<file path="src/rtl/dmem_lsu_pkg.sv">
// Shared definitions for the data-memory load/store unit.
//   - RV32 funct3 width/sign codes for loads and stores
//   - Read-modify-write FSM state encoding
//   - Default data-memory depth in 32-bit words
package dmem_lsu_pkg;

    localparam int unsigned MEM_WORDS_DEFAULT = 256;

    localparam logic [2:0] F3_LB  = 3'b000;
    localparam logic [2:0] F3_LH  = 3'b001;
    localparam logic [2:0] F3_LW  = 3'b010;
    localparam logic [2:0] F3_LBU = 3'b100;
    localparam logic [2:0] F3_LHU = 3'b101;

    localparam logic [2:0] F3_SB  = 3'b000;
    localparam logic [2:0] F3_SH  = 3'b001;
    localparam logic [2:0] F3_SW  = 3'b010;

    typedef enum logic [0:0] {
        IDLE  = 1'b0,
        MERGE = 1'b1
    } lsu_state_e;

endpackage

</file>
<file path="src/rtl/dmem_load_align.sv">
// Load alignment: selects the addressed byte/half of a memory word and
// sign- or zero-extends it according to funct3. Purely combinational.
//   funct3   - RV32 load width/sign code
//   byte_off - req_addr[1:0]
//   rdata    - raw word from data memory
//   data     - aligned, extended result (0 for an unknown code)
module dmem_load_align
    import dmem_lsu_pkg::*;
(
    input  logic [2:0]  funct3,
    input  logic [1:0]  byte_off,
    input  logic [31:0] rdata,
    output logic [31:0] data
);

    logic [7:0]  byte_sel;
    logic [15:0] half_sel;

    always_comb begin
        unique case (byte_off)
            2'd0:    byte_sel = rdata[7:0];
            2'd1:    byte_sel = rdata[15:8];
            2'd2:    byte_sel = rdata[23:16];
            default: byte_sel = rdata[31:24];
        endcase
        // Halfword alignment is checked upstream; only bit 1 matters here.
        half_sel = byte_off[1] ? rdata[31:16] : rdata[15:0];
    end

    always_comb begin
        unique case (funct3)
            F3_LB:   data = {{24{byte_sel[7]}}, byte_sel};
            F3_LH:   data = {{16{half_sel[15]}}, half_sel};
            F3_LW:   data = rdata;
            F3_LBU:  data = {24'h0, byte_sel};
            F3_LHU:  data = {16'h0, half_sel};
            default: data = 32'h0;
        endcase
    end

endmodule

</file>
<file path="src/rtl/dmem_lsu.sv">
// Data-memory load/store unit for the MEM stage.
//   Loads complete combinationally from mem_rdata. SW writes in one cycle.
//   SB/SH do read-modify-write: one stall cycle (IDLE) to capture the word,
//   then a write of the merged word (MERGE).
// Ports:
//   clk, rst_n            - clock, synchronous active-low reset
//   req_*                 - request from the MEM stage (held stable while stall)
//   stall                 - freeze pipeline
//   load_data             - aligned/extended load result, 0 otherwise
//   misaligned            - alignment error or illegal funct3 on this request
//   access_fault          - word index beyond MEM_WORDS
//   stall_cycles          - free-running count of stalled cycles
//   mem_write/addr/wdata  - data-memory write port, mem_rdata async read
module dmem_lsu
    import dmem_lsu_pkg::*;
#(
    parameter int unsigned MEM_WORDS = MEM_WORDS_DEFAULT
) (
    input  logic        clk,
    input  logic        rst_n,
    input  logic        req_valid,
    input  logic        req_we,
    input  logic [2:0]  req_funct3,
    input  logic [31:0] req_addr,
    input  logic [31:0] req_wdata,
    output logic        stall,
    output logic [31:0] load_data,
    output logic        misaligned,
    output logic        access_fault,
    output logic [31:0] stall_cycles,
    output logic        mem_write,
    output logic [31:0] mem_addr,
    output logic [31:0] mem_wdata,
    input  logic [31:0] mem_rdata
);

    lsu_state_e  state_q, state_d;
    logic [31:0] merge_q;
    logic [31:0] stall_cycles_q;

    logic        legal;
    logic        sub_word;
    logic        align_err;
    logic        req_ok;
    logic        write_raw;
    logic [31:0] merged;
    logic [31:0] aligned;

    // Decode legality; funct3[1:0] gives access size for every legal code.
    always_comb begin
        legal    = 1'b0;
        sub_word = 1'b0;
        if (req_we) begin
            unique case (req_funct3)
                F3_SB, F3_SH: begin
                    legal    = 1'b1;
                    sub_word = 1'b1;
                end
                F3_SW:   legal = 1'b1;
                default: legal = 1'b0;
            endcase
        end else begin
            unique case (req_funct3)
                F3_LB, F3_LH, F3_LW, F3_LBU, F3_LHU: legal = 1'b1;
                default:                             legal = 1'b0;
            endcase
        end
        align_err = ((req_funct3[1:0] == 2'b01) && req_addr[0]) ||
                    ((req_funct3[1:0] == 2'b10) && (req_addr[1:0] != 2'b00));
    end

    assign misaligned   = req_valid && (!legal || align_err);
    assign access_fault = req_valid && ({2'b00, req_addr[31:2]} >= MEM_WORDS);
    assign req_ok       = req_valid && !misaligned && !access_fault;

    dmem_load_align u_load_align (
        .funct3   (req_funct3),
        .byte_off (req_addr[1:0]),
        .rdata    (mem_rdata),
        .data     (aligned)
    );

    assign load_data = (req_ok && !req_we) ? aligned : 32'h0;
    assign mem_addr  = {req_addr[31:2], 2'b00};

    // Replace the addressed byte/half of the captured word with store data.
    always_comb begin
        merged = merge_q;
        if (req_funct3[1:0] == 2'b00) begin
            unique case (req_addr[1:0])
                2'd0:    merged[7:0]   = req_wdata[7:0];
                2'd1:    merged[15:8]  = req_wdata[7:0];
                2'd2:    merged[23:16] = req_wdata[7:0];
                default: merged[31:24] = req_wdata[7:0];
            endcase
        end else if (req_addr[1]) begin
            merged[31:16] = req_wdata[15:0];
        end else begin
            merged[15:0] = req_wdata[15:0];
        end
    end

    always_comb begin
        state_d   = state_q;
        stall     = 1'b0;
        write_raw = 1'b0;
        mem_wdata = req_wdata;
        unique case (state_q)
            IDLE: begin
                if (req_ok && req_we) begin
                    if (sub_word) begin
                        stall   = 1'b1;
                        state_d = MERGE;
                    end else begin
                        write_raw = 1'b1;
                    end
                end
            end
            MERGE: begin
                // Request is held stable by the pipeline, so it is not re-checked.
                write_raw = 1'b1;
                mem_wdata = merged;
                state_d   = IDLE;
            end
            default: state_d = IDLE;
        endcase
    end

    // Reset masks the strobe so a store pending in MERGE is dropped.
    assign mem_write    = write_raw && rst_n;
    assign stall_cycles = stall_cycles_q;

    always_ff @(posedge clk) begin
        if (!rst_n) begin
            state_q        <= IDLE;
            merge_q        <= 32'h0;
            stall_cycles_q <= 32'h0;
        end else begin
            state_q <= state_d;
            if (state_q == IDLE && state_d == MERGE) begin
                merge_q <= mem_rdata;
            end
            if (stall) begin
                stall_cycles_q <= stall_cycles_q + 32'd1;
            end
        end
    end

endmodule

</file>
<file path="config.mk">
export PLATFORM = sky130hd
export DESIGN_NAME = dmem_lsu
export DESIGN_NICKNAME = d
export VERILOG_FILES = /design/src/rtl/dmem_lsu_pkg.sv /design/src/rtl/dmem_load_align.sv /design/src/rtl/dmem_lsu.sv
export SDC_FILE = /design/constraint.sdc
export NUM_CORES = 1
export LEC_CHECK = 0
export ABC_CLOCK_PERIOD_IN_PS = 7400
export CORE_MARGIN = 1.5
export CORE_UTILIZATION = 43
export DETAILED_ROUTE_END_ITERATION = 8
export HOLD_SLACK_MARGIN = 0.05
export PLACE_DENSITY = 0.86
export SLEW_MARGIN = 20
export SYNTH_ARGS = -nofsm -noshare
export SYNTH_HDL_FRONTEND = slang
export SYNTH_SLANG_ARGS = --single-unit
</file>
<file path="constraint.sdc">
create_clock -name clk -period 7.4 [get_ports clk]
set_input_delay 1.48 -clock clk [delete_from_list [all_inputs] [get_ports clk]]
set_output_delay 1.48 -clock clk [all_outputs]
set_load 0.05 [all_outputs]
</file>
==> metrics.txt, run 1 <==
Hold Fails Final Rpt 0; Synth Warn # 0; Seq cells post-synth 65; clock latency on the worst-skew pair between 0.3 and 0.4 ns; fraction of registers with async set/reset 0; DRT antenna net count 0; Worst Setup End Kind output port; RSZ-0062 raised after global routing no; DRT Wirelength between 15000 and 20000 um; flop2flop setup slack 4.86 ns; R2R Path End stall_cycles[26]; routability-driven placement congestion ratio between 0.9 and 1; pin count of the biggest net entering global routing 56; count of clock tree sinks 65; Core Util, Final 0.671; Fillers between 800 and 900; port bufs ~220; Max Cap Viol 0; hold buffers post-CTS 0; worst hold path endpoint merge_q[24]; initial antenna violation count 0; fin nets 854; row cnt 36; Layout area overhead 49.5%; Worst-Margin Slew approximately 1.1 ns; Unique masters post-synth 56; f_max between 150 and 200 MHz; CP required just under 6 ns; die width between 100 and 150 um; CP max FO 32; first-pass GRT wire length ~26000 um; via count around 5200; drt pass-1 iters 5; # diodes 0; clk buf depth 2; DRC violations left 0; drt wl/cell approximately 18 um; status complete, no violations; Rel. slew slack 0.273; Hold Path Class flop to flop; most common cell in the netlist nand2_1; Die Area 0.0110 mm^2; Final setup viols 0; Synth Flop Type dfxtp_1; Pleak about 2.2 nW; Synth area leader dfxtp_1; Hold Crit Start merge_q[24]; die span in y ~100 um; skew final about 0.009 ns; DPL Wire Length between 10000 and 15000 um; syn avg cell area around 7.6 um^2; Critical Path Start Type input pin; fin crit period 6.62 ns; fin crit share 0.895; starting density of the core 0.449; EDFF count, synth 0; Post-Syn Area 0.00445 mm^2; reg-to-reg startpoint state_q; Mapped Cells about 590; share of layout cells above drive strength 1 0.0796; Worst EP arrival roughly 5.1 ns; area of the core 0.00991 mm^2; CTS Buf Count 9; Vias per Instance slightly below 6; R2R depth 6; Overall Global Routing Usage 0.285; postcts setup bufs 0; Power Density around 130 mW/mm^2; register area share after synthesis 0.293; vias in the first global route about 5000; grt ovf 0; Final Max Slew Viols 0; clock slew at reported path FFs approximately 0.06 ns; Resize count post-CTS 0; Root Driver clkbuf_8; Yosys top cell area share 0.293; initial drt markers 485; top cells by area, synth dfxtp_1 (29%), a21oi_1 (11%), nand2_1 (8.9%); worst vdd ir around 0.09 mV; most frequent cells after synthesis nand2_1 (105), a21oi_1 (95), dfxtp_1 (65); # H-tree levels 3; hold path cells 2; io pins 235; CTS tree yes; kind of critical path input pin to output port; setup TNS 0 ns
-- cells by family (layout without fill, tap and decap cells) --
logic type / count (synthesis) / in the layout / share of synthesized area
muxes: 41 / 41 / 0.117
other: 1 / 2 / 0.000844
and+or+nand+nor: 229 / 229 / 0.254
adders and majority gates: 1 / 1 / 0.00281
DFF: 65 / 65 / 0.293
buffers and inverters: 80 / 247 / 0.0977
AOI/OAI and AO/OA: 167 / 167 / 0.231
xor gates and xnor gates: 2 / 2 / 0.00394
-- final cells by class --
type	count	area, um^2	share of cell area
clock buffers	12	155	0.0233
repair buffers	225	2230	0.336
well taps	133	166	0.0250
clock inverters	3	40.0	0.00603
inverters	7	26.3	0.00395
flip-flops and latches	65	1300	0.196
multi-input cells	442	2730	0.410
-- worst max-delay path by stage --
stage / start / depth (start not counted) / to / slack [ns]
CTS: req_addr[1] / 8 / load_data[2] / 0.83
finish: req_addr[1] / 8 / load_data[2] / 0.78
global route: req_addr[1] / 8 / load_data[13] / 0.59
global placement: req_addr[1] / 8 / load_data[13] / 1.05
floorplan: req_addr[1] / 9 / load_data[28] / 2.08
detailed placement: req_addr[0] / 8 / load_data[2] / 0.84
-- per-layer routing --
metal  vias up  part of all wire  track usage
met2       310              0.47        0.452
met1      2422              0.42        0.385
met3        36             0.093       0.0618
met4         0             0.020       0.0969
met5         -                 0            0
li1       2431                 -            -
-- through the flow --
step                total power, W  instances  hold WS (ns)  setup WS (ns)  cell area (um^2)
floorplan                 0.000496        587         0.429           2.08              4450
global placement          0.000582        872         0.437           1.05              6450
detailed placement        0.000584        872         0.445          0.843              6450
CTS                       0.000880        887         0.453          0.832              6650
global route              0.000908        887         0.473          0.592              6650
finish                    0.000879        887         0.455          0.776              6650
-- state kept, by name, summed over array words and instances, names as in the netlist --
register,count
state_q,1
merge_q,32
stall_cycles,32
-- power by group --
part | switching (W) | internal, W | total, W
sequential | 0.000000000000788 | 0.000350 | 0.000350
combinational | 0.000131 | 0.0000984 | 0.000230
clock | 0.000128 | 0.000171 | 0.000299
-- placed cells by master, fill, tap and decap left out, drive strengths merged, types with 3 or more instances in the layout --
cell type,instances
inv,7
a22oi,8
buf,9
a21oi,95
and2,3
nand4,12
nor3,5
or4,11
or2,4
mux2,17
clkdlybuf4s50,216
o22ai,8
nand2b,8
nand3,12
clkbuf,12
mux4,7
nor2,36
nor4,9
a22o,16
o21ai,11
dfxtp,65
a222oi,7
o31ai,12
nand2,106
nor2b,3
or3,10
mux2i,17
-- critical path: stages --
cell             delay (ns)
clkdlybuf4s50_1        0.39
buf_4                  0.23
nor4_2                 0.43
o21ai_1                0.17
or3_1                  0.59
or2_1                  0.67
nor2_1                 0.32
clkdlybuf4s50_1        0.85
No activity file was read; power rests on OpenSTA's default activity.
==> run 2: changes to the inputs <==
--- a/config.mk
+++ b/config.mk
@@ -6,11 +6,13 @@
 export NUM_CORES = 1
 export LEC_CHECK = 0
 export ABC_CLOCK_PERIOD_IN_PS = 7400
+export CELL_PAD_IN_SITES_DETAIL_PLACEMENT = 1
+export CELL_PAD_IN_SITES_GLOBAL_PLACEMENT = 1
 export CORE_MARGIN = 1.5
-export CORE_UTILIZATION = 43
+export CORE_UTILIZATION = 30
 export DETAILED_ROUTE_END_ITERATION = 8
 export HOLD_SLACK_MARGIN = 0.05
-export PLACE_DENSITY = 0.86
+export PLACE_DENSITY = 0.87
 export SLEW_MARGIN = 20
 export SYNTH_ARGS = -nofsm -noshare
 export SYNTH_HDL_FRONTEND = slang
==> metrics.txt, run 2 (same netlist as run 1, synthesis figures left out) <==
P_int just over 0.0007 W; status complete, no violations; f_max 150 MHz; via count a little over 5000; drt wl/cell approximately 20 um; setup TNS 0 ns; grt ovf 0; vias in the first global route 5285; met2 Use GR 0.381; share of layout cells above drive strength 1 0.0875; Comb pwr share 0.228; Hold Fails Final Rpt 0; hold path cells 2; hold buffers post-CTS 0; Resize count post-CTS 0; R2R Path End stall_cycles[26]; grt met1 use 0.295; Worst-Margin Slew 1.06 ns; Root Driver clkbuf_16; CTS Buf Count 9; pin count of the biggest net entering global routing 56; most frequent cells in the layout clkdlybuf4s50_1 (211), nand2_1 (105), a21oi_1 (95), dfxtp_1 (65), nor2_1 (36); Critical Path Start Type input pin; Pleak roughly 2.3 nW; grt met3 use 0.0490; Fillers ~1700; Seq pwr share 0.346; clock share of power 0.425; Max Cap Viol 0; Switching Share 0.283; row cnt 44; initial drt markers 404; RSZ-0062 raised after global routing no; Worst EP arrival 5.19 ns; Overall Global Routing Usage 0.231; clock latency on the worst-skew pair 0.33 ns; placed insts roughly 920; routability-driven placement congestion ratio between 0.9 and 1; Die Area between 0.015 and 0.02 mm^2; clock slew at reported path FFs 0.05 ns; DRC violations left 0; Hold Path Class flop to flop; die span in y 125 um; worst vdd ir roughly 0.087 mV; most common cell after layout, fill and taps aside clkdlybuf4s50_1; Power Density 148 mW/mm^2; port bufs ~220; Layout area overhead 53.3%; DPL Wire Length approximately 14000 um; CP max FO 32; fin crit share 0.902; Core Util, Final 0.471; net switching power 0.000286 W; reg-to-reg startpoint state_q; # H-tree levels 3; CP required 5.92 ns; first-pass GRT wire length 29100 um; Design Power 0.00101 W; # diodes 0; worst hold path endpoint merge_q[17]; R2R depth 6; Hold Crit Start merge_q[17]; postcts setup bufs 0; clk buf depth 2; count of clock tree sinks between 60 and 70; DRT antenna net count 0; most crowded layer after global routing met2; die width 125 um; Rel. slew slack 0.294; kind of critical path input pin to output port; Vias per Instance between 5 and 6; Post-Layout Cell Count 938; initial antenna violation count 0; io pins between 200 and 250; skew final between 0.005 and 0.006 ns; fin crit period ~6.7 ns; Final setup viols 0; Worst Setup End Kind output port; fin nets roughly 850; Final Max Slew Viols 0; drt pass-1 iters 6; starting density of the core 0.307; flop2flop setup slack about 4.8 ns; CTS tree yes; area of the core about 0.014 mm^2; DRT Wirelength about 19000 um
-- run 2: changes by cell type in the layout (fill, tap and decap cells not counted), sizes merged --
cell,delta
buf,+5
clkdlybuf4s50,-5
-- run 2: metal layers --
layer / vias up / wire length (um)
li1: 2449 / -
met5: - / 0
met2: 184 / 9130
met3: 38 / 997
met1: 2523 / 8090
met4: 0 / 524
-- run 2: how the worst max path moves through the flow --
stage | depth (start not counted) | from | slack (ns) | to
final | 7 | req_funct3[0] | 0.73 | load_data[22]
after global routing | 7 | req_funct3[0] | 0.53 | load_data[12]
after CTS | 8 | req_addr[20] | 0.75 | load_data[22]
after detailed placement | 8 | req_addr[20] | 0.77 | load_data[22]
after global placement | 8 | req_addr[20] | 0.99 | load_data[12]
after floorplan | 9 | req_addr[1] | 2.08 | load_data[28]
-- run 2: cell type report --
cell class	instances	area, um^2	share of cell area
well taps	184	230	0.0338
flip-flops and latches	65	1300	0.191
multi-input cells	442	2740	0.402
inverters	7	26.3	0.00386
clock buffers	12	256	0.0376
repair buffers	225	2220	0.325
clock inverters	3	40.0	0.00588
-- run 2: per-stage QoR --
step	area, um^2	hold WS (ns)	setup slack [ns]
final	6810	0.458	0.725
after global routing	6810	0.477	0.528
after CTS	6800	0.458	0.750
after detailed placement	6500	0.449	0.774
after global placement	6500	0.438	0.994
after floorplan	4450	0.429	2.08
-- run 2: power by group through the flow --
| stage | sequential (W) | combinational [W] | clock [W] |
|---|---|---|---|
| final | 0.000350 | 0.000231 | 0.000430 |
| after global routing | 0.000350 | 0.000241 | 0.000449 |
| after CTS | 0.000350 | 0.000230 | 0.000435 |
| after detailed placement | 0.000358 | 0.000229 | 0 |
| after global placement | 0.000358 | 0.000225 | 0 |
| after floorplan | 0.000358 | 0.000138 | 0 |
-- run 2: critical path, cell delays in order --
cell             delay, ns
clkdlybuf4s50_1       0.60
a221oi_2              0.45
o21ai_1               0.18
or3_1                 0.59
or2_1                 0.69
a21oi_1               0.34
clkdlybuf4s50_1       0.85
==> run 3: changes to the inputs <==
--- a/config.mk
+++ b/config.mk
@@ -13,6 +13,7 @@
 export DETAILED_ROUTE_END_ITERATION = 8
 export HOLD_SLACK_MARGIN = 0.05
 export PLACE_DENSITY = 0.87
+export SKIP_CTS_REPAIR_TIMING = 1
 export SLEW_MARGIN = 20
 export SYNTH_ARGS = -nofsm -noshare
 export SYNTH_HDL_FRONTEND = slang
==> results of run 3 <==
Same layout as run 2: the final DEF is identical, and so are final timing and power.
